## src/rtl/cam_capture_pkg.sv

```systemverilog
// rtl/cam_capture_pkg.sv - shared state type, widths and parameter checks for the camera capture core
package cam_capture_pkg;

  localparam int X_W = 10;
  localparam int Y_W = 9;

  typedef enum logic [1:0] {
    IDLE,
    WAIT_VS,
    WAIT_VS_LOW,
    ACTIVE
  } cap_state_e;

  function automatic bit decim_legal(input int decim);
    return (decim == 1) || (decim == 2) || (decim == 4);
  endfunction

  function automatic bit bpp_legal(input int bpp);
    return (bpp == 1) || (bpp == 2);
  endfunction

  // Decimation is a power of two, so divide and modulo become shift and mask.
  function automatic int decim_shift(input int decim);
    return (decim == 4) ? 2 : (decim == 2) ? 1 : 0;
  endfunction

endpackage

```

## src/rtl/cam_capture_cdc_sync_2ff.sv

```systemverilog
// rtl/cam_capture_cdc_sync_2ff.sv - two-flop level synchroniser for the capture enable
module cdc_sync_2ff (
  input  logic clk,
  input  logic reset_n,
  input  logic level,
  output logic synced
);

  logic meta;

  always_ff @(posedge clk) begin
    if (!reset_n) begin
      meta   <= 1'b0;
      synced <= 1'b0;
    end else begin
      meta   <= level;
      synced <= meta;
    end
  end

endmodule

```

## src/rtl/cam_capture_core.sv

```systemverilog
// rtl/cam_capture_core.sv - DVP-style sensor capture: frame-aligned start, pixel assembly,
// decimation and a one-entry valid/ready output register
module cam_capture_core
  import cam_capture_pkg::*;
#(
  parameter int BYTES_PER_PIX = 2,
  parameter int H_ACTIVE      = 320,
  parameter int V_ACTIVE      = 240,
  parameter int DECIM         = 1
) (
  input  logic                       pclk_24,
  input  logic                       reset_n,
  input  logic                       start,
  input  logic                       vsync,
  input  logic                       href,
  input  logic [7:0]                 d,
  output logic [BYTES_PER_PIX*8-1:0] pix_data,
  output logic                       pix_valid,
  input  logic                       pix_ready,
  output logic [X_W-1:0]             pix_x,
  output logic [Y_W-1:0]             pix_y,
  output logic                       pix_sof,
  output logic                       pix_sol,
  output logic                       frame_done,
  output logic [7:0]                 frame_cnt,
  output logic                       overflow
);

  if (!decim_legal(DECIM)) begin : g_bad_decim
    $error("cam_capture_core: DECIM must be 1, 2 or 4");
  end
  if (!bpp_legal(BYTES_PER_PIX)) begin : g_bad_bpp
    $error("cam_capture_core: BYTES_PER_PIX must be 1 or 2");
  end

  localparam int             DSH    = decim_shift(DECIM);
  localparam logic [X_W-1:0] X_MAX  = X_W'(H_ACTIVE);
  localparam logic [Y_W-1:0] Y_MAX  = Y_W'(V_ACTIVE);
  localparam logic [X_W-1:0] X_MASK = X_W'(DECIM - 1);
  localparam logic [Y_W-1:0] Y_MASK = Y_W'(DECIM - 1);

  cap_state_e state_q, state_d;
  logic       start_s;

  logic           href_q;
  logic           byte_cnt_q;
  logic [7:0]     byte_hi_q;
  logic [X_W-1:0] x_q;
  logic [Y_W-1:0] y_q;

  logic active, frame_end, sample, line_end, last_byte, keep, enter_idle;
  logic [BYTES_PER_PIX*8-1:0] assembled;

  cdc_sync_2ff u_start_sync (
    .clk     (pclk_24),
    .reset_n (reset_n),
    .level   (start),
    .synced  (start_s)
  );

  always_ff @(posedge pclk_24) begin
    if (!reset_n) state_q <= IDLE;
    else          state_q <= state_d;
  end

  always_comb begin
    state_d = state_q;
    case (state_q)
      IDLE:        if (start_s) state_d = WAIT_VS;
      WAIT_VS:     if (vsync)   state_d = WAIT_VS_LOW;
      WAIT_VS_LOW: if (!vsync)  state_d = ACTIVE;
      ACTIVE:      if (vsync)   state_d = start_s ? WAIT_VS_LOW : IDLE;
      default:                  state_d = IDLE;
    endcase
  end

  assign active     = (state_q == ACTIVE);
  assign frame_end  = active && vsync;
  assign sample     = active && !vsync && href;
  assign line_end   = active && !vsync && href_q && !href;
  assign last_byte  = (BYTES_PER_PIX == 1) || byte_cnt_q;
  assign enter_idle = (state_d == IDLE) && (state_q != IDLE);

  // Out-of-window pixels fall out here without touching overflow.
  assign keep = sample && last_byte && (x_q < X_MAX) && (y_q < Y_MAX) &&
                ((x_q & X_MASK) == '0) && ((y_q & Y_MASK) == '0);

  if (BYTES_PER_PIX == 2) begin : g_two_byte
    assign assembled = {byte_hi_q, d};
  end else begin : g_one_byte
    assign assembled = d;
  end

  // Raw source position; cleared outside ACTIVE so every frame starts at (0,0).
  always_ff @(posedge pclk_24) begin
    if (!reset_n) begin
      href_q     <= 1'b0;
      byte_cnt_q <= 1'b0;
      byte_hi_q  <= '0;
      x_q        <= '0;
      y_q        <= '0;
    end else begin
      href_q <= href;
      if (!active) begin
        byte_cnt_q <= 1'b0;
        x_q        <= '0;
        y_q        <= '0;
      end else if (line_end) begin
        byte_cnt_q <= 1'b0;
        x_q        <= '0;
        if (y_q != Y_MAX) y_q <= y_q + 1'b1;
      end else if (sample) begin
        byte_cnt_q <= !last_byte;
        if (!last_byte) byte_hi_q <= d;
        if (last_byte && (x_q != X_MAX)) x_q <= x_q + 1'b1;
      end
    end
  end

  always_ff @(posedge pclk_24) begin
    if (!reset_n) begin
      pix_valid  <= 1'b0;
      pix_data   <= '0;
      pix_x      <= '0;
      pix_y      <= '0;
      pix_sof    <= 1'b0;
      pix_sol    <= 1'b0;
      frame_done <= 1'b0;
      frame_cnt  <= '0;
      overflow   <= 1'b0;
    end else begin
      frame_done <= frame_end;
      if (frame_end) frame_cnt <= frame_cnt + 8'd1;

      if (keep && (!pix_valid || pix_ready)) begin
        pix_valid <= 1'b1;
        pix_data  <= assembled;
        pix_x     <= x_q >> DSH;
        pix_y     <= y_q >> DSH;
        pix_sof   <= (x_q == '0) && (y_q == '0);
        pix_sol   <= (x_q == '0);
      end else if (pix_ready) begin
        pix_valid <= 1'b0;
      end

      if (enter_idle)                        overflow <= 1'b0;
      else if (keep && pix_valid && !pix_ready) overflow <= 1'b1;
    end
  end

endmodule

```

## config.mk

```make
export PLATFORM = sky130hd
export DESIGN_NAME = cam_capture_core
export DESIGN_NICKNAME = d
export VERILOG_FILES = /design/src/rtl/cam_capture_pkg.sv /design/src/rtl/cam_capture_cdc_sync_2ff.sv /design/src/rtl/cam_capture_core.sv
export SDC_FILE = /design/constraint.sdc
export NUM_CORES = 1
export LEC_CHECK = 0
export CAP_MARGIN = 20
export CORE_MARGIN = 3
export CORE_UTILIZATION = 30
export CTS_CLUSTER_SIZE = 28
export DETAILED_ROUTE_END_ITERATION = 6
export PLACE_DENSITY = 0.48
export SYNTH_ARGS = -nofsm -noshare
export SYNTH_HDL_FRONTEND = slang
export SYNTH_SLANG_ARGS = --single-unit
```

## constraint.sdc

```tcl
create_clock -name pclk_24 -period 2.05 [get_ports pclk_24]
set_input_delay 0.205 -clock pclk_24 [delete_from_list [all_inputs] [get_ports pclk_24]]
set_output_delay 0.205 -clock pclk_24 [all_outputs]
set_load 0.02 [all_outputs]
```

# After elaboration in Yosys (flattened, before gate mapping)
# Index checks and enable logic that the tools add are counted.
[totals] reg_bits=81 inputBits=14 out_inout_bits=48
[classes] addsub=3 n_lt_le_gt_ge=2 eq_ne=5 mux=8 bitwise_logic=4 reduce_logical=32
[ops] operator="1-bit logical AND" count=14
[ops] operator="10-bit by 1-bit adder with 10-bit output (second input constant)" count=1
[ops] operator="10-bit logical NOT" count=1
[ops] operator="10-bit by 9-bit less-than comparator with 1-bit output (second input constant)" count=1
[ops] operator="2-bit two-way mux" count=5
[ops] operator="10-bit by 9-bit inequality test with 1-bit output (second input constant)" count=1
[ops] operator="9-bit by 1-bit adder with 9-bit output (second input constant)" count=1
[ops] operator="9-bit logical NOT" count=1
[ops] operator="9-bit by 8-bit less-than comparator with 1-bit output (second input constant)" count=1
[ops] operator="9-bit by 8-bit inequality test with 1-bit output (second input constant)" count=1
[ops] operator="8-bit by 1-bit adder with 8-bit output (second input constant)" count=1
[ops] operator="2-bit case mux with 4 select lines" count=1
[ops] operator="2-bit AND reduction" count=3
[ops] operator="1-bit logical NOT" count=5
[ops] operator="2-bit == test (second input constant)" count=2
[ops] operator="2-bit logical NOT" count=2
[ops] operator="1-bit inverter" count=4
[ops] operator="4-bit AND reduction" count=1
[ops] operator="2-bit nonzero test" count=2
[ops] operator="3-bit OR reduction" count=1
[ops] operator="2-bit by 1-bit == test with 1-bit output (second input constant)" count=1
[ops] operator="1-bit two-way mux" count=2
[ops] operator="2-bit OR reduction" count=1
[ops] operator="1-bit logical OR" count=1

# Longest topological paths before layout
# Gate-level depths: netlist (run 1).
[depth] ltp_word=8 mapped_depth=7 ltp_nobuf=6

# By module
# A second synthesis (run 1) with hierarchy kept.
[hier_totals] cells_unflattened=396 hier_area_um2=3513.4
[modules_own_cells] mod="cam_capture_core" n_inst=1 cells_each=392 area_per_inst_um2=3460.8
[modules_own_cells] mod="cdc_sync_2ff" n_inst=1 cells_each=4 area_per_inst_um2=52.6

# Worst setup path after synthesis (run 1)
# OpenSTA, ideal clock, no wires.
[synth_timing] path_type="register -> register" startpoint="register x_q[0]" endpoint="register x_q[2]" setup_ns=0.074 t_arrival_ns=1.410 required_ns=1.976 setup_slack_ns=0.566 stages_incl_launch_ff=7 path_buffers=0 cell_sequence="dfxtp_1 > inv_1 > ha_1 > nand2b_1 > nor4_4 > or3_2 > a21oi_1"
[synth_via] elab_chain_len=3
[synth_lines] element="start: declaration" line="cam_capture_core.sv:48" source="logic [X_W-1:0] x_q;"
[synth_lines] element="start signal: assignment" line="cam_capture_core.sv:115" source="if (last_byte && (x_q != X_MAX)) x_q <= x_q + 1'b1;"
[synth_lines] element="branches (longest 3 deep; another with 10-bit by 1-bit adder with 10-bit output)"
# Several ways; the timed one is not identified.
# A chain may end at the register's enable or synchronous reset.

# Worst setup path in the final report (run 1)
[layout_timing] startpoint="input port vsync" endpoint="register y_q[1]"
[layout_via] elab_chain_len=5
[layout_lines] element="start: declaration" line="cam_capture_core.sv:14" source="input logic vsync,"
[layout_lines] element="1-bit logical NOT" line="cam_capture_core.sv:80" source="assign line_end = active && !vsync && href_q && !href;"
[layout_lines] element="1-bit logical AND (3 in series)" line="cam_capture_core.sv:80"
[layout_lines] element="2-bit AND reduction (no source line)"
[layout_lines] element="end signal: assignment" line="cam_capture_core.sv:111" source="if (y_q != Y_MAX) y_q <= y_q + 1'b1;"
[layout_lines] element="end: declaration" line="cam_capture_core.sv:49" source="logic [Y_W-1:0] y_q;"
# Every way passes these cells.

==> results of run 1 <==
[final cells by class]
type | count | area share, %
multi-input combinational | 274 | 36.7
sequential | 81 | 34.8
clock buffer | 10 | 5.13
clock inverter | 6 | 2.12
tap | 140 | 3.76
timing repair buffer | 80 | 17.0
inverter | 7 | 0.564
[cells by family after synthesis]
group,count (synthesis),synth area share (%)
compound gates,90,13.9
buf+inv,42,5.34
mux,13,3.74
xor+xnor,16,3.98
simple gates,150,25.2
fa+ha+maj,5,1.78
flops,81,46.1
[worst min-delay path: cells and delay by family (launching register included)]
family           cells  cell delay, ps
flip-flops           1             310
AND/OR/NAND/NOR      1              50
multiplexers         1              50
[layout by cell type, fill, tap and decap left out, types with 3 or more instances in the layout]
| cell | n |
|---|---|
| and2_1 | 4 |
| buf_12 | 3 |
| ha_1 | 5 |
| inv_1 | 6 |
| nand3_1 | 11 |
| xnor2_1 | 13 |
| nor3_1 | 6 |
| nor2_1 | 33 |
| nand2_1 | 17 |
| nand4_1 | 42 |
| a21oi_1 | 42 |
| nor4_1 | 6 |
| clkdlybuf4s50_1 | 61 |
| mux2i_1 | 12 |
| clkbuf_16 | 9 |
| o21ai_0 | 40 |
| buf_4 | 16 |
| xor2_1 | 3 |
| and3_1 | 8 |
| dfxtp_1 | 81 |
[state kept, by name (all words and copies together) (netlist names)]
register and flops:
u_start_sync.synced 1, pix_y 9, byte_cnt_q 1, y_q 9, state_q 2, x_q 10
pix_data 16, pix_sof 1, pix_valid 1, pix_sol 1, href_q 1, pix_x 10
frame_done 1, byte_hi_q 8, overflow 1, frame_cnt 8, u_start_sync.meta 1
[power by group]
part / internal, mW / leakage (nW) / switching [mW]
clock network: 1.12 / 0.163 / 0.692
logic: 0.0438 / 0.748 / 0.0495
registers: 1.58 / 0.653 / 0.00563
[per-layer routing]
metal	global-route usage (%)	wire length [microns]	up-vias	part of all wire, %
li1	-	-	1546	-
met1	20.6	4710	1472	48
met2	24.9	4720	52	48
met3	3.49	342	12	3.5
met4	5.46	130	0	1.3
met5	0	0	-	0
[how the worst max path moves through the flow]
stage	start	to	slack (ps)	cells after the start
final	vsync	y_q[1]	390	6
after global routing	y_q[4]	pix_y[2]	240	5
after CTS	vsync	y_q[1]	370	6
after detailed placement	vsync	y_q[1]	30	6
after global placement	vsync	y_q[1]	80	6
after floorplan	x_q[0]	x_q[2]	570	6
==> run_results.csv, run 1 <==
group,metric,value,unit
run_status,outcome,"finished clean",
routing,drt_iter0_drc,134,
sta,period_share,81.0,%
setup_path,cp_max_fo,10,
floorplanning,boundaryPins,62,
setup_path,required,2260,ps
setup_path,path_delay_family,"buffers and inverters",
yosys,yosys.area.top_type,"dfxtp_1",
routing,wl_per_cell,16.6,microns
layout,area_growth,32.6,%
pwr,ir_drop,449,uV
floorplanning,die_h,114,microns
clock_network,clk_pin_slew_worst_paths,60,ps
routing,routed_wirelength,9900,microns
clock_network,postCtsSetupBuffers,0,
layout,multiInputGateArea,1710,sq um
global_route,grt.overflow.total,0,
floorplanning,dieArea,13100,sq um
setup_path,worst-path-buf-inv,2,
sta,relSlewSlack,64.4,%
sta,setup_violations,0,
sta,hold_violations,0,
setup_path,r2r-start,"y_q[0]",
place,pre_cts_slack,27.2,ps
hold_path,min_to,"pix_sof",
setup_path,cp_slowest_cell,"clkdlybuf4s50_1",
clock_network,insertion_delay,340,ps
clock_network,cts.path.max_buffers,2,
yosys,syn-num-nets,416,
hold_path,hold_path.startpoint,"pix_sof",
sta,fin_crit,1660,ps
yosys,synth.avg_cell_area,8.86,sq um
sta,fin_tns_setup,0,ps
yosys,yosys_warnings,0,
layout,fin_area,4660,sq um
routing,detail-route-antenna-nets,0,
setup_path,r2r_end,"y_q[1]",
clock_network,cts.sink_count,81,
clock_network,cts_max_level,3,
place,dpl-instance-area,4320,sq um
sta,setup_ws,390,ps
setup_path,crit_chain,"clkdlybuf4s50_1 -> buf_12 -> or3b_4 -> a211oi_4 -> mux2i_1 -> nor2_1",
setup_path,worstSetupEndpointType,"flop",
layout,drive_above_1_share,10.9,%
yosys,synth-edff-count,0,
yosys,yosys.cell_count.top_type,"dfxtp_1",
routing,vias,3082,
global_route,grt_pass1_vias,3075,
layout,n_antenna_cell,0,
setup_path,ff2ff_path_depth,6,
place,portBuffers,61,
global_route,antenna_found_initial,0,
yosys,synth_cell_types,47,
layout,fin_cells,598,
sta,worst_pin_slew,534,ps
hold_path,min_path_type,"reg -> reg",
floorplanning,fp.dieW,114,microns
layout,fill_cells,1143,
clock_network,numCtsBuffers,9,
yosys,async_flop_share,0,%
pwr,p_total,3.49,mW
pwr,power_leakage,1.56,nW
global_route,grt_max_degree,35,
yosys,syn_inst,397,
layout,regArea,1620,sq um
setup_path,crit_arrival,1870,ps
sta,maxSlewViolCount,0,
place,placedCellCount,582,
sta,rsz0062_at_grt,"false",
sta,fmax,0.602,GHz
global_route,grt_usage,15.5,%
clock_network,cts_tree,"built",
yosys,ys.flop_type,"dfxtp_1",
place,place.gp.congestion,0.820,
layout,nNetsFinal,472,
hold_path,min_path_cells,2,
layout,post-route-util,41.9,%
sta,whs,467,ps
setup_path,reg2reg_slack,420,ps
setup_path,cp-start-kind,"input pin",
floorplanning,num_rows,38,
routing,drt-pass1-iter-count,4,
place,hpwl,6760,microns
clock_network,post_cts_resized,0,
run,maxCapViolCount,0,
pwr,power_density,749,nW/um^2
setup_path,crit_type,"in -> reg",
global_route,grt_pass1_wl,16100,microns
floorplanning,initial_core_util,31.6,%
clock_network,cts-root-buf,"clkbuf_16",
yosys,synthTopCellsByCount,"dfxtp_1 (81), a21oi_1 (42), nand4_1 (42), o21ai_0 (40), nor2_1 (33)",
yosys,synth.yosys.seq_area_share,46.1,%
floorplanning,core_region_area,11100,sq um
setup_path,max_stage_delay,480,ps
clock_network,hold_buffers,0,
yosys,synthTopCellsByArea,"dfxtp_1 (46%), nand4_1 (7.5%), a21oi_1 (6.0%)",
yosys,yosys.area.top_type_share,46.1,%
routing,drc,0,
yosys,netlist_area,3520,sq um
sta,skew,7.39,ps
routing,via_per_inst,5.15,
yosys,ys_ff_latch,81,
(Power assumes the default switching activity.)
==> run 2: changes to the inputs <==
--- a/config.mk
+++ b/config.mk
@@ -10,7 +10,7 @@
 export CORE_UTILIZATION = 30
 export CTS_CLUSTER_SIZE = 28
 export DETAILED_ROUTE_END_ITERATION = 6
-export PLACE_DENSITY = 0.48
+export PLACE_DENSITY = 0.5
 export SYNTH_ARGS = -nofsm -noshare
 export SYNTH_HDL_FRONTEND = slang
 export SYNTH_SLANG_ARGS = --single-unit
==> constraint.sdc (replaced) <==
create_clock -name pclk_24 -period 1.5 [get_ports pclk_24]
set_input_delay 0.15 -clock pclk_24 [delete_from_list [all_inputs] [get_ports pclk_24]]
set_output_delay 0.15 -clock pclk_24 [all_outputs]
set_load 0.02 [all_outputs]
==> run 2 against run 1 <==
- routed wire length is 2.8% higher
- worst hold slack worse by 230 ps
- combinational power up 70%
- clock-buffer cell count is the same
- sequential share of layout area shrank 2.9 points
- highest routed layer unchanged
==> run_results.csv, run 2 (synthesized netlist as in run 1, its figures left out) <==
group,metric,value,unit
pwr,p_int,3.60,mW
floorplanning,fp.dieW,114,microns
pwr,p_sw_share,22.6,%
pwr,power_leakage,2.02,nW
clock_network,cts.path.max_buffers,2,
routing,routed_wirelength,10200,microns
hold_path,min_path_type,"in -> reg",
setup_path,cp-start-kind,"flop",
layout,reg_top3,"pix_data (16), pix_x (10), x_q (10)",
pwr,clkPwrFrac,50.0,%
clock_network,numCtsBuffers,9,
layout,area_growth,45.3,%
layout,nNetsFinal,513,
layout,post-route-util,45.9,%
sta,rsz0062_at_grt,"true",
place,hpwl,6730,microns
layout,top_register,"pix_data",
global_route,grt.overflow.total,0,
clock_network,cts_max_level,3,
routing,via_per_inst,5.09,
place,portBuffers,61,
setup_path,worstSetupEndpointType,"flop",
routing,vias,3254,
clock_network,cts-root-buf,"clkbuf_16",
place,placedCellCount,615,
floorplanning,dieArea,13100,sq um
pwr,power_frac_seq,46.6,%
clock_network,insertion_delay,340,ps
place,place.gp.congestion,0.781,
layout,n_antenna_cell,0,
floorplanning,boundaryPins,62,
layout,regArea,1630,sq um
setup_path,crit_arrival,1770,ps
pwr,ir_drop,701,uV
sta,maxSlewViolCount,0,
sta,setup_violations,0,
routing,drt-pass1-iter-count,4,
setup_path,required,1770,ps
sta,hold_violations,0,
sta,relSlewSlack,68.5,%
global_route,grt_usage,15.3,%
global_route,antenna_found_initial,0,
floorplanning,core_region_area,11100,sq um
setup_path,cp_max_fo,5,
clock_network,clk_pin_slew_worst_paths,70,ps
layout,drive_above_1_share,22.2,%
sta,skew,7.35,ps
pwr,comb_power_share,3.4,%
sta,worst_pin_slew,468,ps
floorplanning,die_h,114,microns
clock_network,hold_buffers,0,
global_route,grt_pass1_wl,16100,microns
layout,fill_cells,1114,
layout,final_common_cell,"dfxtp_1",
floorplanning,num_rows,38,
global_route,grt_max_degree,35,
pwr,p_sw,1.05,mW
layout,largest_reg_flops,16,
sta,period_share,99.5,%
routing,drt_iter0_drc,177,
global_route,grt_pass1_vias,3139,
floorplanning,initial_core_util,31.6,%
setup_path,crit_type,"reg -> reg",
routing,drc,0,
sta,fmax,0.670,GHz
clock_network,cts.sink_count,81,
run,maxCapViolCount,0,
sta,fin_crit,1490,ps
routing,wl_per_cell,15.9,microns
layout,most-common-layout-cells,"dfxtp_1 (73), buf_4 (52), clkdlybuf4s50_1 (45)",
layout,fin_cells,639,
pwr,power_density,910,nW/um^2
layout,multiInputGateArea,1800,sq um
clock_network,cts_tree,"built",
routing,detail-route-antenna-nets,0,
run_status,outcome,"finished clean",
run 2: power groups by stage:
stage / combinational (mW) / clock [mW] / sequential (mW)
global route: 0.171 / 2.46 / 2.17
floorplan: 0.0590 / 0 / 2.21
detailed placement: 0.142 / 0 / 2.21
global placement: 0.141 / 0 / 2.21
finish: 0.159 / 2.32 / 2.17
CTS: 0.142 / 2.37 / 2.16
run 2: cell type report:
cell class	instances	area share (%)
Multi-Input combinational cell	274	35.3
Sequential cell	81	31.9
Timing Repair Buffer	121	22.7
Tap cell	140	3.43
Clock inverter	6	1.44
Inverter	7	0.514
Clock buffer	10	4.68
run 2: path summary, 6_finish.rpt:
check	from	endpoint	slack, ps	cells after the start
setup / recovery	state_q[0]	x_q[5]	8	4
setup reg to reg	state_q[0]	x_q[5]	8	4
hold reg to reg	u_start_sync.meta	u_start_sync.synced	450	1
hold / removal	href	href_q	230	3
run 2: worst max-delay path, cell delays in order, from the launching register on:
cell and delay (ps):
dfxtp_2 350, and4b_4 280, nand2_1 110, or4_1 520, a21oi_1 150
run 2: repair_timing:
action / in CTS / in global routing
pin swaps: 2 / 10
resized for setup: 8 / 55
cloned: 0 / 1
setup endpoints to repair: 11 / 63
setup buffers: 0 / 7
run 2: per-stage QoR:
step / cell area, sq um / setup slack, ps / hold slack [ps] / power, mW / TNS (ps)
5_1_grt: 5110 / -40.3 / 251 / 4.80 / -465
3_5_place_dp: 4600 / -370 / 426 / 2.35 / -19030
6_report: 5110 / 7.62 / 232 / 4.65 / 0
4_1_cts: 4900 / 4.02 / 391 / 4.68 / 0
3_3_place_gp: 4600 / -371 / 437 / 2.35 / -18480
2_1_floorplan: 3520 / 16.4 / 272 / 2.27 / 0
run 2: per-layer routing:
layer | track usage (%) | share of wire (%)
met1 | 20.5 | 49
met5 | 0 | 0
met2 | 24.2 | 46
met3 | 3.96 | 3.9
met4 | 4.51 | 1.6
